## config.mk

```make
export PLATFORM = sky130hd
export DESIGN_NAME = line_fill_buffer
export DESIGN_NICKNAME = d
export VERILOG_FILES = /design/src/rtl/cache_pkg.sv /design/src/rtl/line_assembler.sv /design/src/rtl/line_fill_buffer.sv
export SDC_FILE = /design/constraint.sdc
export NUM_CORES = 1
export LEC_CHECK = 0
export CAP_MARGIN = 10
export CORE_AREA = 2 2 461 463
export CTS_CLUSTER_SIZE = 24
export DETAILED_ROUTE_END_ITERATION = 8
export DIE_AREA = 0 0 463 465
export HOLD_SLACK_MARGIN = 0.05
export PLACE_DENSITY_LB_ADDON = 0.2
export SYNTH_ARGS = -nofsm -noshare
export SYNTH_HDL_FRONTEND = slang
export SYNTH_HIERARCHICAL = 1
export SYNTH_SLANG_ARGS = --single-unit
```

## constraint.sdc

```tcl
create_clock -name clk -period 12.28 [get_ports clk]
set_clock_uncertainty 0.1 [all_clocks]
set_input_delay 2.456 -clock clk [delete_from_list [all_inputs] [get_ports clk]]
set_output_delay 2.456 -clock clk [all_outputs]
set_load 0.01 [all_outputs]
```

## src/rtl/cache_pkg.sv

```systemverilog
// Shared cache geometry and line-fill-buffer state encoding.
// Used by both the cache controller and its line fill buffer.
package cache_pkg;

    localparam int BLOCK_SIZE = 64;                      // line size in bytes
    localparam int WORD_SIZE  = 4;                       // memory bus word in bytes
    localparam int BEATS      = BLOCK_SIZE / WORD_SIZE;  // bus beats per line

    typedef enum logic [1:0] {
        IDLE = 2'd0,
        WB   = 2'd1,
        FILL = 2'd2,
        DONE = 2'd3
    } lfb_state_t;

endpackage

```

## src/rtl/line_assembler.sv

```systemverilog
// Builds a cache line one bus word at a time; words not addressed by
// the current write keep their previous contents.
module line_assembler #(
    parameter int LINE_W = 512,
    parameter int WORD_W = 32,
    parameter int IDX_W  = 4
) (
    input  logic              clk,
    input  logic              rst,
    input  logic              we,
    input  logic [IDX_W-1:0]  idx,
    input  logic [WORD_W-1:0] wdata,
    output logic [LINE_W-1:0] line
);

    localparam int WORDS = LINE_W / WORD_W;

    // NOTE: sequential state is always assigned with <=, so every flop
    // samples the pre-edge values of its neighbours.
    always_ff @(posedge clk or negedge rst) begin
        if (!rst) begin
            line <= '0;
        end else begin
            for (int i = 0; i < WORDS; i++) begin
                if (we && idx == IDX_W'(i)) begin
                    line[i*WORD_W +: WORD_W] <= wdata;
                end
            end
        end
    end

endmodule

```

## src/rtl/line_fill_buffer.sv

```systemverilog
// Line fill buffer: writes back a dirty line and/or fills a line from
// main memory one bus word per accepted beat.
module line_fill_buffer
    import cache_pkg::*;
#(
    parameter int BLOCK_SIZE = cache_pkg::BLOCK_SIZE,
    parameter int WORD_SIZE  = cache_pkg::WORD_SIZE
) (
    input  logic                    clk,
    input  logic                    rst,
    input  logic                    ask_for_data,
    input  logic                    wb_req,
    input  logic [31:0]             address,
    input  logic [31:0]             wb_addr,
    input  logic [BLOCK_SIZE*8-1:0] wb_data,
    input  logic                    mem_ready,
    input  logic [WORD_SIZE*8-1:0]  mem_rdata,
    output logic                    mem_req,
    output logic                    mem_we,
    output logic [31:0]             mem_addr,
    output logic [WORD_SIZE*8-1:0]  mem_wdata,
    output logic [BLOCK_SIZE*8-1:0] data_to_write,
    output logic                    fill_valid,
    output logic                    wb_done,
    output logic                    busy
);

    localparam int LINE_W  = BLOCK_SIZE * 8;
    localparam int WORD_W  = WORD_SIZE * 8;
    localparam int N_BEATS = BLOCK_SIZE / WORD_SIZE;
    localparam int OFF_W   = $clog2(BLOCK_SIZE);
    localparam int WOFF_W  = $clog2(WORD_SIZE);
    localparam int BEAT_W  = OFF_W - WOFF_W;
    localparam int TAG_W   = 32 - OFF_W;

    lfb_state_t        state;
    lfb_state_t        next_state;
    logic [BEAT_W-1:0] beat;
    logic [TAG_W-1:0]  wb_tag;
    logic [TAG_W-1:0]  fill_tag;
    logic              fill_pend;
    logic              wb_end;
    logic [LINE_W-1:0] wb_line;

    logic take_wb;
    logic take_fill;
    logic beat_acc;
    logic last_beat;

    assign take_wb   = (state == IDLE) && wb_req;
    assign take_fill = (state == IDLE) && ask_for_data;
    assign beat_acc  = mem_req && mem_ready;
    assign last_beat = beat_acc && (beat == BEAT_W'(N_BEATS - 1));

    always_ff @(posedge clk or negedge rst) begin
        if (!rst) begin
            state <= IDLE;
        end else begin
            state <= next_state;
        end
    end

    // NOTE: every variable written here gets a default first, so no path
    // through the case can leave it unassigned and infer a latch.
    always_comb begin
        next_state = state;
        case (state)
            IDLE: begin
                if (wb_req) begin
                    next_state = WB;
                end else if (ask_for_data) begin
                    next_state = FILL;
                end
            end
            WB: begin
                if (wb_end) begin
                    next_state = fill_pend ? FILL : IDLE;
                end
            end
            FILL: begin
                if (last_beat) begin
                    next_state = DONE;
                end
            end
            DONE:    next_state = IDLE;
            default: next_state = IDLE;
        endcase
    end

    // The wb_done cycle stays in WB with the request dropped, so the
    // memory never sees a seventeenth write while the pulse is up.
    always_comb begin
        mem_req   = 1'b0;
        mem_we    = 1'b0;
        mem_addr  = '0;
        mem_wdata = '0;
        case (state)
            WB: begin
                mem_req   = !wb_end;
                mem_we    = 1'b1;
                mem_addr  = {wb_tag, beat, {WOFF_W{1'b0}}};
                mem_wdata = wb_line[beat*WORD_W +: WORD_W];
            end
            FILL: begin
                mem_req  = 1'b1;
                mem_addr = {fill_tag, beat, {WOFF_W{1'b0}}};
            end
            default: ;
        endcase
    end

    assign busy       = (state != IDLE);
    assign fill_valid = (state == DONE);
    assign wb_done    = wb_end;

    always_ff @(posedge clk or negedge rst) begin
        if (!rst) begin
            beat      <= '0;
            wb_tag    <= '0;
            fill_tag  <= '0;
            fill_pend <= 1'b0;
            wb_end    <= 1'b0;
        end else begin
            wb_end <= (state == WB) && last_beat;
            if (take_wb || take_fill) begin
                beat <= '0;
            end else if (beat_acc) begin
                beat <= beat + BEAT_W'(1);
            end
            if (take_wb) begin
                wb_tag <= wb_addr[31:OFF_W];
            end
            if (take_fill) begin
                fill_tag <= address[31:OFF_W];
            end
            // A fill that arrives alongside a writeback waits for it.
            if (take_wb) begin
                fill_pend <= ask_for_data;
            end else if (wb_end) begin
                fill_pend <= 1'b0;
            end
        end
    end

    // NOTE: the writeback line buffer has no reset; it is only read in WB,
    // which is always entered through a fresh capture in IDLE.
    always_ff @(posedge clk) begin
        if (take_wb) begin
            wb_line <= wb_data;
        end
    end

    line_assembler #(
        .LINE_W (LINE_W),
        .WORD_W (WORD_W),
        .IDX_W  (BEAT_W)
    ) u_line_assembler (
        .clk   (clk),
        .rst   (rst),
        .we    (beat_acc && (state == FILL)),
        .idx   (beat),
        .wdata (mem_rdata),
        .line  (data_to_write)
    );

endmodule

```

After elaboration in Yosys (flattened, before gate mapping)
Index checks and enable logic that the tools add are counted.
Storage, ports and cells
  bits in registers: 1084
  bits in latches: 0
  bits in writable memories: 0
  bits in read-only memories: 0
  input port bits: 613
  word-level logic and storage cells: 90
  memories: 0
Cells by class
  add/sub/neg operators: 1
  multiply operators: 0
  div/mod/pow operators: 0
  order comparisons: 0
  equal/unequal tests: 21
  shift-type cells: 1
  multiplexer cells: 14
  bitwise gates (word level): 0
  reduce and logical (&&, ||, !) cells: 30
Operator list (count)
  512-bit by 10-bit indexed part select with 32-bit output: 1
  32-bit case mux with 2 select lines: 1
  4-bit == test, second input constant: 8
  32-bit 2-to-1 mux: 1
  1-bit logical AND: 22
  4-bit by 3-bit == test with 1-bit output, second input constant: 4
  2-bit 2-to-1 mux: 5
  4-bit by 2-bit == test with 1-bit output, second input constant: 2
  4-bit 2-to-1 mux: 2
  2-bit case mux with 4 select lines: 1
  2-bit nonzero test: 3
  4-bit by 1-bit adder with 4-bit output, second input constant: 1
  2-bit == test, second input constant: 2
  4-bit by 1-bit == test with 1-bit output, second input constant: 1
  4-bit zero test: 1
  2-bit inequality test, second input constant: 2
  1-bit 2-to-1 mux: 3
  3-bit inequality test, second input constant: 1
  3-bit AND reduction: 1
  2-bit by 1-bit == test with 1-bit output, second input constant: 1
  2-bit zero test: 1
  1-bit case mux with 2 select lines: 1
  1-bit zero test: 1
  1-bit logical OR: 1

Longest topological paths before layout
  depth in word-level cells: 6
  mapped depth: 10
  depth with buffers taken out: 6

Modules after synthesis
Netlist, hierarchy kept.
Modules (own cells, without submodules)
  line_fill_buffer: times used 1, cells an instance 1227, area an instance 22587.9 um^2, sequential area each 16876.2 um^2
  line_assembler: times used 1, cells an instance 1133, area an instance 19093.3 um^2, sequential area each 12812.3 um^2

Worst setup path after synthesis
No wires, ideal clock.
  path kind: input-to-reg
  start: input port wb_req
  end: register wb_line[0] (enable)
  data arrival time: 12.773 ns
  data required time: 11.321 ns
  path slack: -1.452 ns
  stages: 4
  path buffers: 2
  cells stage by stage: nand2_1 -> buf_2 -> buf_2 -> inv_1
Between the ends
  cells in the longest elaborated chain, start to end: 1
RTL lines
  start, declared: line line_fill_buffer.sv:12  | input logic wb_req,
  1-bit logical AND: line line_fill_buffer.sv:50  | assign take_wb = (state == IDLE) && wb_req;
  via take_wb: line line_fill_buffer.sv:45  | logic take_wb;
  end signal, assigned: line line_fill_buffer.sv:149  | wb_line <= wb_data;
  end, declared: line line_fill_buffer.sv:43  | logic [LINE_W-1:0] wb_line;
The timed path passes the listed nets, and every way through them passes these cells.
A chain may end at the register's enable or synchronous reset.

Worst setup path in the final report
  start: register beat[2]
  end: output port mem_wdata[6]
Between the ends
  cells in the longest elaborated chain, start to end: 2
RTL lines
  start, declared: line line_fill_buffer.sv:38  | logic [BEAT_W-1:0] beat;
  start signal, assigned: line line_fill_buffer.sv:128  | beat <= beat + BEAT_W'(1);
  512-bit by 10-bit indexed part select with 32-bit output: line line_fill_buffer.sv:102  | mem_wdata = wb_line[beat*WORD_W +: WORD_W];
  32-bit 2-to-1 mux: line line_fill_buffer.sv:97  | case (state)
  end, declared: line line_fill_buffer.sv:21  | output logic [WORD_SIZE*8-1:0] mem_wdata,
Every way passes these cells.

==> reports/metrics.cfg <==
[flow_run]
maxCapViolCount=0

[critical_path]
crit_family=buffers and inverters
cpPeakStageDelay_ns=0.76
cp_common_cell=buf_4
crit_fanout=44
cp-end-kind=output port
path_class=flip-flop to output port
crit_slowest_cell=dfrtp_2
cp.required_ns=9.72
crit_buf_inv=3
worstPathCellList=buf_4 -> nor2b_4 -> buf_4 -> a221oi_1 -> o21ai_0 -> nand2_1 -> clkdlybuf4s50_1
arrival_ns=4.73
critPathLaunchType=flip-flop

[sta]
rsz0062_at_grt=no
worst_pin_slew_ns=1.15
setup_viol=0
drv_slew=0
maxSlewHeadroom_pct=23.4
final.period_utilization_pct=59.4
final.setup.tns_ns=0
final-hold-violation-count=0
fmax_mhz=137
fin_hold_ws_ns=0.388
post-route-min-period_ns=7.29

[clock_tree]
cts_setup_buffers=0
ctsHoldBuffers=0
clk_latency_ns=0.76
numCtsBuffers=133
path_clk_slew_ns=0.05
cts_resized=0
cts-htree-levels=4
tritoncts=built
root_buffer=clkbuf_16
cts_buffer_depth=3
cts_num_sinks=1084

[floorplanning]
die_w_um=463
die_area_um2=215000
core_area_um2=211000
core.rowCount=169
ios=1194
initial_utilization_pct=19.8
die_h_um=465

[cells_and_area]
final_nets=4185
synthToLayoutAreaGrowth_pct=46.2
drive_gt1_share_pct=23.3

[global_routing]
grt_pass1_vias=26916
grt_pass1_wl_mm=229
grt_max_degree=163
grt_use_total_pct=15.3
grt.overflow.total=0
antenna_found_initial=81

[logic_synthesis]
yosys_register_bits=1084
avgSynthCellArea_um2=17.7
synthCells=2360
synthesis.area_um2=41700
synthMuxAreaShare_pct=21.7
yosys.area_share.simple_pct=1.76
synth_top_area_share_pct=36.9
yosysTopAreaCell=edfxtp_1
ys_warn_count=6
synth_top_family_by_area=multiplexers
synth_xor_area_share_pct=0.0420
synth_edf_count=512
synth_adder_area_share_pct=0.180
ys.flop_type=dfrtp_1
synth_area_leaders=edfxtp_1 37%, dfrtp_1 34%, mux2_2 15%
synth_compound_area_share_pct=2.87
ys_seq_area_share_pct=71.2
ys_async_sr_fraction_pct=52.8
synth_cell_types=42

[outcome]
status=completed

[drt]
drt_iter0_markers=1488
viasPerCell=3.97
dr.pass1.iters=4
via_count=25849
wirelength_mm=170
drc=0
ant_nets=0
wire_per_inst_um=26.0

[power_and_ir_drop]
power.density_nw_per_um2=183
ir_worst_vdd_mv=0.136
leakage_nw=23.7

[place]
gp_congestion=0.772
portBuffers=1179
place_hpwl_mm=124

[hold_path]
min_path_type=flip-flop to flip-flop

report_power, final:
part	total [mW]	switching, mW	internal (mW)
combinational	2.58	1.35	1.23
clock	3.80	1.63	2.17
sequential	4.77	0.254	4.51
final cells by class:
type,count,area (um2)
Tap cell,2821,3530
Timing Repair Buffer,1233,12300
Sequential cell,1084,29700
Clock inverter,54,482
Antenna cell,29,72.6
Multi-Input combinational cell,1109,11200
Fill cell,21618,150000
Inverter,5,22.5
Clock buffer,183,3700
per-layer routing:
metal  up-vias  global-route usage (%)  wire, um
li1      11355                       -         -
met1     13091                    17.2     65500
met2      1010                    25.9     83200
met3       315                    6.24     14400
met4        78                    6.05      6040
met5         -                       0       496
state kept, by name, summed over array words and instances (netlist names):
| signal | cells |
|---|---|
| wb_tag | 26 |
| wb_done | 1 |
| fill_pend | 1 |
| wb_line | 512 |
| u_line_assembler/line | 512 |
| beat | 4 |
| fill_tag | 26 |
| state | 2 |
worst paths after layout:
check	start	endpoint	slack, ns	cells past startpoint
setup reg to reg	state[0]	u_line_assembler/line[293]	8.55	7
max in group asynchronous	rst	u_line_assembler/line[491]	8.30	3
min in group asynchronous	rst	u_line_assembler/line[42]	1.61	1
hold reg to reg	u_line_assembler/line[449]	u_line_assembler/line[449]	0.39	1
hold / removal	u_line_assembler/line[449]	u_line_assembler/line[449]	0.39	1
setup / recovery	beat[2]	mem_wdata[6]	4.99	7
layout by cell type (no fill, tap or decap), types with 3 or more instances in the layout:
| cell type | instances |
|---|---|
| and2_1 | 5 |
| mux2i_1 | 197 |
| clkbuf_16 | 136 |
| ha_1 | 5 |
| clkinv_2 | 18 |
| inv_16 | 5 |
| nand3b_1 | 4 |
| mux4_2 | 31 |
| mux2_2 | 548 |
| nor2b_1 | 26 |
| nor2_4 | 10 |
| buf_4 | 48 |
| nand2b_2 | 4 |
| inv_1 | 3 |
| clkdlybuf4s50_1 | 1173 |
| nand3_1 | 34 |
| edfxtp_1 | 512 |
| dfrtp_1 | 570 |
| nand2_2 | 3 |
| clkinv_8 | 3 |
| diode_2 | 29 |
| nor2_1 | 4 |
| buf_12 | 6 |
| clkbuf_8 | 12 |
| buf_2 | 5 |
| o21ai_0 | 14 |
| clkinv_1 | 18 |
| o21a_1 | 3 |
| clkbuf_1 | 35 |
| a22oi_1 | 92 |
| clkinvlp_4 | 3 |
| nand2_1 | 40 |
| o21ai_1 | 18 |
| nor2b_4 | 3 |
| mux2_1 | 16 |
| inv_6 | 4 |
| a221oi_1 | 29 |
cells in the mapped netlist, types with 4 or more instances:
master and instances:
buf_6 17, nor2b_1 29, nand2b_1 6, dfrtp_1 572
ha_1 6, o21ai_0 14, and2_1 6, inv_1 5
nor2_1 13, nand2_1 42, edfxtp_1 512, buf_2 59
mux2i_1 197, nand3b_1 4, mux4_2 31, buf_4 11
a221oi_1 29, mux2_1 16, mux2_2 548, o21ai_1 18
nand3_1 34, clkbuf_1 71, a22oi_1 92
cells by family (layout without fill, tap and decap cells):
logic type | count (synthesis) | in the layout
buf+inv | 168 | 1475
other cells | 1 | 31
flops | 1084 | 1084
fa+ha+maj | 6 | 6
xor+xnor | 2 | 2
simple gates | 143 | 143
mux | 793 | 793
compound gates | 163 | 163
per-stage QoR:
stage / area (um2) / setup slack [ns] / power (mW) / utilization [%] / cells
after floorplan: 41700 / 1.09 / 6.17 / - / 2361
after CTS: 60900 / 4.67 / 11.4 / 28.9 / 6489
after detailed placement: 56700 / 5.58 / 7.49 / 26.9 / 6252
after global routing: 60900 / 4.62 / 11.7 / 28.9 / 6504
final: 60900 / 4.99 / 11.2 / 28.9 / 6518
after global placement: 56700 / 5.61 / 7.47 / 26.9 / 6252
(Power assumes the default switching activity.)
